[config.mk]
export PLATFORM = sky130hd
export DESIGN_NAME = fifo_bus_master_flat
export DESIGN_NICKNAME = d
export VERILOG_FILES = /design/src/rtl/fifo_bus_master_if.sv /design/src/rtl/fifo_bus_master.sv /design/src/flat_wrapper.sv
export SDC_FILE = /design/constraint.sdc
export NUM_CORES = 1
export LEC_CHECK = 0
export ABC_CLOCK_PERIOD_IN_PS = 5100
export CORE_UTILIZATION = 38
export CTS_CLUSTER_SIZE = 14
export DETAILED_ROUTE_END_ITERATION = 12
export PLACE_DENSITY_LB_ADDON = 0.2
export SLEW_MARGIN = 25
export SYNTH_ARGS = -nofsm -noshare
export SYNTH_HDL_FRONTEND = slang
export SYNTH_SLANG_ARGS = --single-unit
[constraint.sdc]
create_clock -name clk -period 5.1 [get_ports clk]
set_input_delay 1.02 -clock clk [delete_from_list [all_inputs] [get_ports clk]]
set_output_delay 1.02 -clock clk [all_outputs]
set_load 0.05 [all_outputs]
[src/rtl/fifo_bus_master_if.sv]
// Bus bundle between the FIFO drain stage and its neighbours.
//   fifo_data  : FIFO registered read data, {addr, wdata}
//   fifo_empty : FIFO empty flag
//   fifo_rd_en : FIFO read strobe, one cycle per word
//   bus_addr   : register write address
//   bus_wdata  : register write data
//   bus_valid  : write request
//   bus_ready  : write accepted when high together with bus_valid
// The master modport is the drain stage; the slave modport is the FIFO plus register bus.
interface fifo_bus_master_if #(
  parameter int unsigned DATA_WIDTH = 22,
  parameter int unsigned ADDR_BITS  = 6
);
  logic [DATA_WIDTH-1:0]           fifo_data;
  logic                            fifo_empty;
  logic                            fifo_rd_en;
  logic [ADDR_BITS-1:0]            bus_addr;
  logic [DATA_WIDTH-ADDR_BITS-1:0] bus_wdata;
  logic                            bus_valid;
  logic                            bus_ready;

  modport master (
    input  fifo_data, fifo_empty, bus_ready,
    output fifo_rd_en, bus_addr, bus_wdata, bus_valid
  );

  modport slave (
    output fifo_data, fifo_empty, bus_ready,
    input  fifo_rd_en, bus_addr, bus_wdata, bus_valid
  );
endinterface

[src/rtl/fifo_bus_master.sv]
// FIFO drain stage: pops one entry at a time, splits it into {addr, wdata} and issues it as a
// single write on a valid/ready bus. A word the bus never accepts is dropped after TIMEOUT
// cycles of bus_valid.
// Ports:
//   clk         : clock, rising edge
//   rst         : asynchronous active-low reset
//   enable      : permits new pops; only looked at when no word is in flight
//   io          : FIFO read side and register bus (master modport)
//   busy        : high whenever the FSM is not idle
//   timeout_err : one-cycle pulse in the first idle cycle after a dropped word
//   xfer_count  : accepted writes, wrapping
//   err_count   : dropped words, saturating at 255
module fifo_bus_master #(
  parameter int unsigned DATA_WIDTH = 22,
  parameter int unsigned ADDR_BITS  = 6,
  parameter int unsigned TIMEOUT    = 16
) (
  input  logic                   clk,
  input  logic                   rst,
  input  logic                   enable,
  fifo_bus_master_if.master      io,
  output logic                   busy,
  output logic                   timeout_err,
  output logic [15:0]            xfer_count,
  output logic [7:0]             err_count
);

  localparam int unsigned WaitW  = $clog2(TIMEOUT + 1);
  localparam int unsigned WdataW = DATA_WIDTH - ADDR_BITS;

  typedef enum logic [1:0] {StIdle, StPop, StCapt, StReq} state_e;

  state_e                state_q, state_d;
  logic [WaitW-1:0]      wait_q, wait_d;
  logic [ADDR_BITS-1:0]  addr_q, addr_d;
  logic [WdataW-1:0]     wdata_q, wdata_d;
  logic [15:0]           xfer_q, xfer_d;
  logic [7:0]            err_q, err_d;
  logic                  terr_q, terr_d;
  logic                  start;

  // Only one read is ever outstanding, so fifo_empty is current whenever it is sampled here.
  assign start = enable && !io.fifo_empty;

  always_comb begin
    state_d = state_q;
    wait_d  = wait_q;
    addr_d  = addr_q;
    wdata_d = wdata_q;
    xfer_d  = xfer_q;
    err_d   = err_q;
    terr_d  = 1'b0;
    unique case (state_q)
      StIdle: begin
        if (start) state_d = StPop;
      end
      StPop: begin
        state_d = StCapt;
      end
      StCapt: begin
        // FIFO data_out was updated at the end of the pop cycle.
        addr_d  = io.fifo_data[DATA_WIDTH-1 -: ADDR_BITS];
        wdata_d = io.fifo_data[WdataW-1:0];
        wait_d  = '0;
        state_d = StReq;
      end
      StReq: begin
        if (io.bus_ready) begin
          // Acceptance wins even on the last allowed cycle.
          xfer_d  = xfer_q + 16'd1;
          state_d = start ? StPop : StIdle;
        end else begin
          if (wait_q != WaitW'(TIMEOUT)) wait_d = wait_q + WaitW'(1);
          // wait_q holds the number of earlier stalled cycles, so this is the TIMEOUT-th.
          if (wait_q == WaitW'(TIMEOUT - 1)) begin
            terr_d  = 1'b1;
            state_d = StIdle;
            if (err_q != 8'hFF) err_d = err_q + 8'd1;
          end
        end
      end
      default: begin
        state_d = StIdle;
      end
    endcase
  end

  always_ff @(posedge clk or negedge rst) begin
    if (!rst) begin
      state_q <= StIdle;
      wait_q  <= '0;
      addr_q  <= '0;
      wdata_q <= '0;
      xfer_q  <= '0;
      err_q   <= '0;
      terr_q  <= 1'b0;
    end else begin
      state_q <= state_d;
      wait_q  <= wait_d;
      addr_q  <= addr_d;
      wdata_q <= wdata_d;
      xfer_q  <= xfer_d;
      err_q   <= err_d;
      terr_q  <= terr_d;
    end
  end

  // Outputs are decoded from registered state so reset clears them immediately.
  assign io.fifo_rd_en = (state_q == StPop);
  assign io.bus_valid  = (state_q == StReq);
  assign io.bus_addr   = addr_q;
  assign io.bus_wdata  = wdata_q;
  assign busy          = (state_q != StIdle);
  assign timeout_err   = terr_q;
  assign xfer_count    = xfer_q;
  assign err_count     = err_q;

endmodule

[src/flat_wrapper.sv]
// flat-port wrapper written by rule: the top's interface ports become plain ports
module fifo_bus_master_flat 
#(
  parameter int unsigned DATA_WIDTH = 22,
  parameter int unsigned ADDR_BITS  = 6,
  parameter int unsigned TIMEOUT    = 16
)
  (clk, rst, enable, busy, timeout_err, xfer_count, err_count, io_fifo_data, io_fifo_empty, io_bus_ready, io_fifo_rd_en, io_bus_addr, io_bus_wdata, io_bus_valid);
  fifo_bus_master_if #(.DATA_WIDTH(DATA_WIDTH), .ADDR_BITS(ADDR_BITS)) io_i ();
  input  logic clk;
  input  logic rst;
  input  logic enable;
  output logic busy;
  output logic timeout_err;
  output logic [15:0] xfer_count;
  output logic [7:0] err_count;
  input wire logic [$bits(io_i.fifo_data)-1:0] io_fifo_data;
  input wire logic [$bits(io_i.fifo_empty)-1:0] io_fifo_empty;
  input wire logic [$bits(io_i.bus_ready)-1:0] io_bus_ready;
  output wire logic [$bits(io_i.fifo_rd_en)-1:0] io_fifo_rd_en;
  output wire logic [$bits(io_i.bus_addr)-1:0] io_bus_addr;
  output wire logic [$bits(io_i.bus_wdata)-1:0] io_bus_wdata;
  output wire logic [$bits(io_i.bus_valid)-1:0] io_bus_valid;
  assign io_i.fifo_data = io_fifo_data;
  assign io_i.fifo_empty = io_fifo_empty;
  assign io_i.bus_ready = io_bus_ready;
  assign io_fifo_rd_en = io_i.fifo_rd_en;
  assign io_bus_addr = io_i.bus_addr;
  assign io_bus_wdata = io_i.bus_wdata;
  assign io_bus_valid = io_i.bus_valid;
  fifo_bus_master #(.DATA_WIDTH(DATA_WIDTH), .ADDR_BITS(ADDR_BITS), .TIMEOUT(TIMEOUT)) u_core (.clk(clk), .rst(rst), .enable(enable), .io(io_i), .busy(busy), .timeout_err(timeout_err), .xfer_count(xfer_count), .err_count(err_count));
endmodule
==> results.toml, run 1 <==
[outcome]
status = "finished, final reports clean"

[floorplanning]
die_x_um = 81.62
die_y_um = 81.62
io_pins = 77
die_area_um2 = 6661
fp-row-count = 28
coreArea_um2 = 6026
initial_core_util = 0.3997

[sta]
min_period_over_period = 0.5713
finalSetupViolCount = 0
slew_headroom = 0.5504
hold_viol_final = 0
rsz0062_at_grt = "false"
tightest_slew_ns = 0.6744
finalClockSkew_ns = 0.006525
fmax_mhz = 343.2
period_needed_ns = 2.914
timing.setup.tns_ns = 0
final_max_slew_viol_count = 0

[power_and_ir_drop]
ir_drop_mv = 0.3972
p_per_area_nw_per_um2 = 562.5
leakage_uw = 0.001470

[cts]
root_buffer = "clkbuf_8"
cts_tree = "done"
cts_num_sinks = 54
cts_buffers = 5
h-tree-depth = 2
path_clk_slew_ns = 0.09
postCtsSetupBuffers = 0
cts_resized = 0
holdBufCountCts = 0
insertion_delay_ns = 0.30
clk_path_buf_depth = 2

[drt]
vias = 1726
drt_wl_total_mm = 4.678
via_per_inst = 4.931
drt_first_iter_violations = 37
wl_per_cell_um = 13.37
drtPass1Iterations = 4
route.detailed.drc = 0
postRouteAntennaNets = 0

[global_routing]
track_usage = 0.1576
grt_first_pass_wirelength_mm = 7.893
grt.busiest_layer = "met2"
grt-ovfl-total = 0
grtUsageMet1 = 0.2060
grt_max_degree = 55
use_met2 = 0.2558
grt_pass1_vias = 1645
grt.met3_usage = 0.03556
antenna_found_initial = 0

[worst_setup_path]
reg2regPathDepth = 7
worst_setup_path_end_kind = "output pin"
cp.required_ns = 4.08
path_buf_inv = 1
startpoint_type = "register"
critical_path_class = "reg -> out"
crit_cells = 2
crit_path_top_delay_cell = "clkdlybuf4s50_1"
worstPathArrival_ns = 1.89
crit_fanout = 9
critPathTopFamily = "buffers and inverters"
critPathMaxStageDelay_ns = 0.86
crit_path_cell_trace = "ha_1, clkdlybuf4s50_1"

[min_path]
hold_depth = 1
hp-class = "reg -> reg"

[placed_design]
dpl.hpwl_mm = 3.474
placed_cell_area_um2 = 3248
portBuffers = 76
place_congestion = 0.7576

[cells_and_area]
synthToLayoutAreaGrowth_pct = 38.65
design_area_um2 = 3339
antenna_cells = 0
layout-drive-gt1-share = 0.1309
fin_nets = 311

[logic_synthesis]
synth_edf_count = 0
synth_top_cell_area_share = 0.5610
synthCells = 194
synthFlopType = "dfrtp_1"
syn_nets = 231
ys_warn_count = 0
yosysMostFrequentCell = "dfrtp_1"
synth-seq-cells = 54
yosysUniqueCellTypes = 34
synth_area_leaders = "dfrtp_1 56%, mux2_2 9.8%, ha_1 5.2%, xnor2_1 4.0%, xor2_1 2.9%"
synth_area_per_cell_um2 = 12.42
ys_seq_area_frac = 0.5610
yosys-top-cells-count = "54 x dfrtp_1, 21 x mux2_2, 14 x nand2_1"
yosys.area.top_type = "dfrtp_1"
ys_async_sr_fraction = 1.000
netlist_area_um2 = 2409

[flow_run]
max-cap-violations = 0
-- flip-flops by register name (all words and copies together), names as in the netlist --
signal	count
u_core.state_q	2
u_core.xfer_count	16
u_core.err_count	8
u_core.io.bus_wdata	16
u_core.timeout_err	1
u_core.wait_q	5
u_core.io.bus_addr	6
-- worst reg2reg max path, delay by kind of cell (launching register included) --
family / cells / cell delay (ns)
and+or+nand+nor: 4 / 0.83
adders and majority gates: 2 / 0.44
DFF: 1 / 0.43
muxes: 1 / 0.28
-- layer usage --
metal,up-vias,share of wire
li1,824,-
met3,5,0.044
met4,0,0.011
met5,-,0
met1,861,0.46
met2,36,0.49
-- area by class of cell --
| type | instances | area [µm²] |
|---|---|---|
| clock buffers | 7 | 86.33 |
| clock inverters | 1 | 5.005 |
| fillers | 555 | 2686 |
| inverters | 8 | 30.03 |
| multi-input cells | 127 | 998.5 |
| flip-flops and latches | 54 | 1351 |
| well taps | 75 | 93.84 |
| repair buffers | 78 | 774.5 |
-- logic make-up after synthesis --
kind of cell	synth area share
DFF	0.5610
and+or+nand+nor	0.1387
adders and majority gates	0.05195
xor gates and xnor gates	0.06909
AOI/OAI and AO/OA	0.03169
muxes	0.1231
buffers and inverters	0.02442
-- per-stage QoR --
stage	worst slack [ns]	total power (µW)	utilization	std cells	hold WS (ns)
detailed placement	2.405	1660	0.5390	342	0.4708
finish	2.186	1878	0.5542	350	0.4831
floorplan	2.962	1321	-	194	0.4832
global route	2.076	1983	0.5542	350	0.5071
global placement	2.409	1642	0.5372	341	0.4643
CTS	2.165	1903	0.5542	350	0.4843
-- placed cells by master (no fill, tap or decap), drive strengths merged, types with 2 or more instances in the layout --
| cell type | count |
|---|---|
| nand4 | 3 |
| mux2 | 26 |
| o21ai | 6 |
| nand3 | 13 |
| nand2 | 14 |
| nor3 | 4 |
| ha | 10 |
| xor2 | 8 |
| nor2 | 7 |
| and3 | 6 |
| a21oi | 4 |
| and4 | 2 |
| clkbuf | 7 |
| inv | 8 |
| buf | 3 |
| nand2b | 4 |
| xnor2 | 11 |
| clkdlybuf4s50 | 75 |
| dfrtp | 54 |
-- power by group --
part / switching, µW / internal [µW] / leakage [µW]
sequential: 79.5 / 554 / 0.000693
combinational: 627 / 378 / 0.000730
clock: 130 / 110 / 0.0000482
-- path summary, 6_finish.rpt --
path | end | startpoint | slack, ns
setup / recovery | io_bus_valid | u_core.state_q[1]$_DFFE_PN0P_ | 2.19
hold / removal | u_core.xfer_count[15]$_DFFE_PN0P_ | u_core.xfer_count[15]$_DFFE_PN0P_ | 0.48
setup reg to reg | u_core.err_count[6]$_DFFE_PN0P_ | u_core.wait_q[0]$_DFFE_PN0P_ | 3.01
hold reg to reg | u_core.xfer_count[15]$_DFFE_PN0P_ | u_core.xfer_count[15]$_DFFE_PN0P_ | 0.48
max in group asynchronous | u_core.io.bus_wdata[15]$_DFFE_PN0N_ | rst | 3.82
min in group asynchronous | u_core.io.bus_wdata[7]$_DFFE_PN0N_ | rst | 0.81
Note: power is estimated with default switching activity, not from simulation.
==> inputs of run 2 (changes only) <==
--- a/config.mk
+++ b/config.mk
@@ -5,7 +5,7 @@
 export SDC_FILE = /design/constraint.sdc
 export NUM_CORES = 1
 export LEC_CHECK = 0
-export ABC_CLOCK_PERIOD_IN_PS = 5100
+export ABC_CLOCK_PERIOD_IN_PS = 2600
 export CORE_UTILIZATION = 38
 export CTS_CLUSTER_SIZE = 14
 export DETAILED_ROUTE_END_ITERATION = 12
==> constraint.sdc (replaced) <==
create_clock -name clk -period 2.6 [get_ports clk]
set_input_delay 0.52 -clock clk [delete_from_list [all_inputs] [get_ports clk]]
set_output_delay 0.52 -clock clk [all_outputs]
set_load 0.05 [all_outputs]
==> run 2 against run 1 <==
Compared with the run above: total power up 98%; critical path depth unchanged; first-iteration DRC count up 8.1%.
==> results.toml, run 2 (same netlist as run 1, synthesis figures left out) <==
[outcome]
status = "finished, final reports clean"

[placed_design]
place_congestion = 0.7646
portBuffers = 76
dpl.hpwl_mm = 3.471
placed_cell_area_um2 = 3244

[drt]
wl_per_cell_um = 13.51
route.detailed.drc = 0
drt_wl_total_mm = 4.729
met2_length_mm = 2.295
drt_first_iter_violations = 40
route.met3.wl_um = 202
via_per_inst = 4.854
m1WireLength_mm = 2.154
highest_layer = "met4"
vias = 1699
postRouteAntennaNets = 0
drtPass1Iterations = 4

[cells_and_area]
final_cell_mix = "75 x clkdlybuf4s50_1, 54 x dfrtp_1, 21 x mux2_2, 14 x nand2_1, 13 x nand3_1"
design_area_um2 = 3354
seq_area_um2 = 1351
layout_commonest_cell = "clkdlybuf4s50_1"
antenna_cells = 0
synthToLayoutAreaGrowth_pct = 39.27
fill_cells = 536
multi_input_area_um2 = 998.5
fin_nets = 311
layout-drive-gt1-share = 0.1345
final_util = 0.5567

[floorplanning]
die_area_um2 = 6661
coreArea_um2 = 6026
die_x_um = 81.62
io_pins = 77
die_y_um = 81.62
fp-row-count = 28
initial_core_util = 0.3997

[sta]
rsz0062_at_grt = "false"
min_period_over_period = 0.9281
final_max_slew_viol_count = 0
finalClockSkew_ns = 0.004217
fmax_mhz = 414.4
period_needed_ns = 2.413
finalSetupViolCount = 0
hold_viol_final = 0
slew_headroom = 0.5571
timing.setup.tns_ns = 0
tightest_slew_ns = 0.6643
worst_hold_slack_ns = 0.3189

[worst_setup_path]
worstPathArrival_ns = 1.89
startpoint_type = "register"
regToRegSetupSlack_ns = 0.50
reg2regPathDepth = 7
crit_fanout = 9
worst_setup_path_end_kind = "output pin"
worst_r2r_endpoint = "u_core.err_count[6]$_DFFE_PN0P_"
critical_path_class = "reg -> out"
r2r_start = "u_core.wait_q[0]$_DFFE_PN0P_"
cp.required_ns = 2.08

[cts]
cts_buffers = 5
insertion_delay_ns = 0.30
path_clk_slew_ns = 0.09
root_buffer = "clkbuf_8"
holdBufCountCts = 0
clk_path_buf_depth = 2
cts_num_sinks = 54
cts_resized = 0
h-tree-depth = 2
cts_tree = "done"
postCtsSetupBuffers = 0

[global_routing]
grt-ovfl-total = 0
antenna_found_initial = 0
grt_pass1_vias = 1622
track_usage = 0.1584
grt_max_degree = 55
grt_first_pass_wirelength_mm = 7.866

[min_path]
hp-class = "in -> async"

[flow_run]
max-cap-violations = 0

[power_and_ir_drop]
ir_drop_mv = 0.5972
p_per_area_nw_per_um2 = 1111
p_total_uw = 3728
leakage_uw = 0.001479
[run 2: worst max path at each step]
stage / to / start / slack [ns] / depth (start not counted)
CTS: io_bus_valid / u_core.state_q[1]$_DFFE_PN0P_ / 0.16 / 2
finish: io_bus_valid / u_core.state_q[1]$_DFFE_PN0P_ / 0.19 / 2
detailed placement: u_core.err_count[6]$_DFFE_PN0P_ / io_bus_ready / 0.38 / 5
floorplan: u_core.err_count[6]$_DFFE_PN0P_ / u_core.state_q[1]$_DFFE_PN0P_ / 0.48 / 6
global route: io_bus_valid / u_core.state_q[1]$_DFFE_PN0P_ / 0.08 / 2
global placement: u_core.err_count[6]$_DFFE_PN0P_ / io_bus_ready / 0.41 / 5
[run 2: routing by layer]
layer | track usage | vias up
li1 | - | 826
met1 | 0.2031 | 831
met2 | 0.2600 | 34
met3 | 0.03444 | 8
met4 | 0.06316 | 0
met5 | 0 | -
[run 2: final cells by class]
class / count / area share
inverter: 8 / 0.008952
clock buffer: 8 / 0.03282
tap: 75 / 0.02797
multi-input combinational: 127 / 0.2977
sequential: 54 / 0.4028
timing repair buffer: 78 / 0.2298
[run 2: critical path, cell delays in order (launching register included)]
cell and delay [ns]:
dfrtp_1 0.40, ha_1 0.33, clkdlybuf4s50_1 0.86
[run 2: power breakdown]
part | switching, µW | internal, µW
combinational | 1220 | 733
clock | 259 | 269
sequential | 155 | 1090
[run 2: per-stage QoR]
| stage | instances | setup slack (ns) |
|---|---|---|
| final | 350 | 0.1870 |
| after global routing | 350 | 0.08415 |
| after CTS | 350 | 0.1597 |
| after detailed placement | 342 | 0.3809 |
| after global placement | 342 | 0.4081 |
| after floorplan | 194 | 0.4815 |
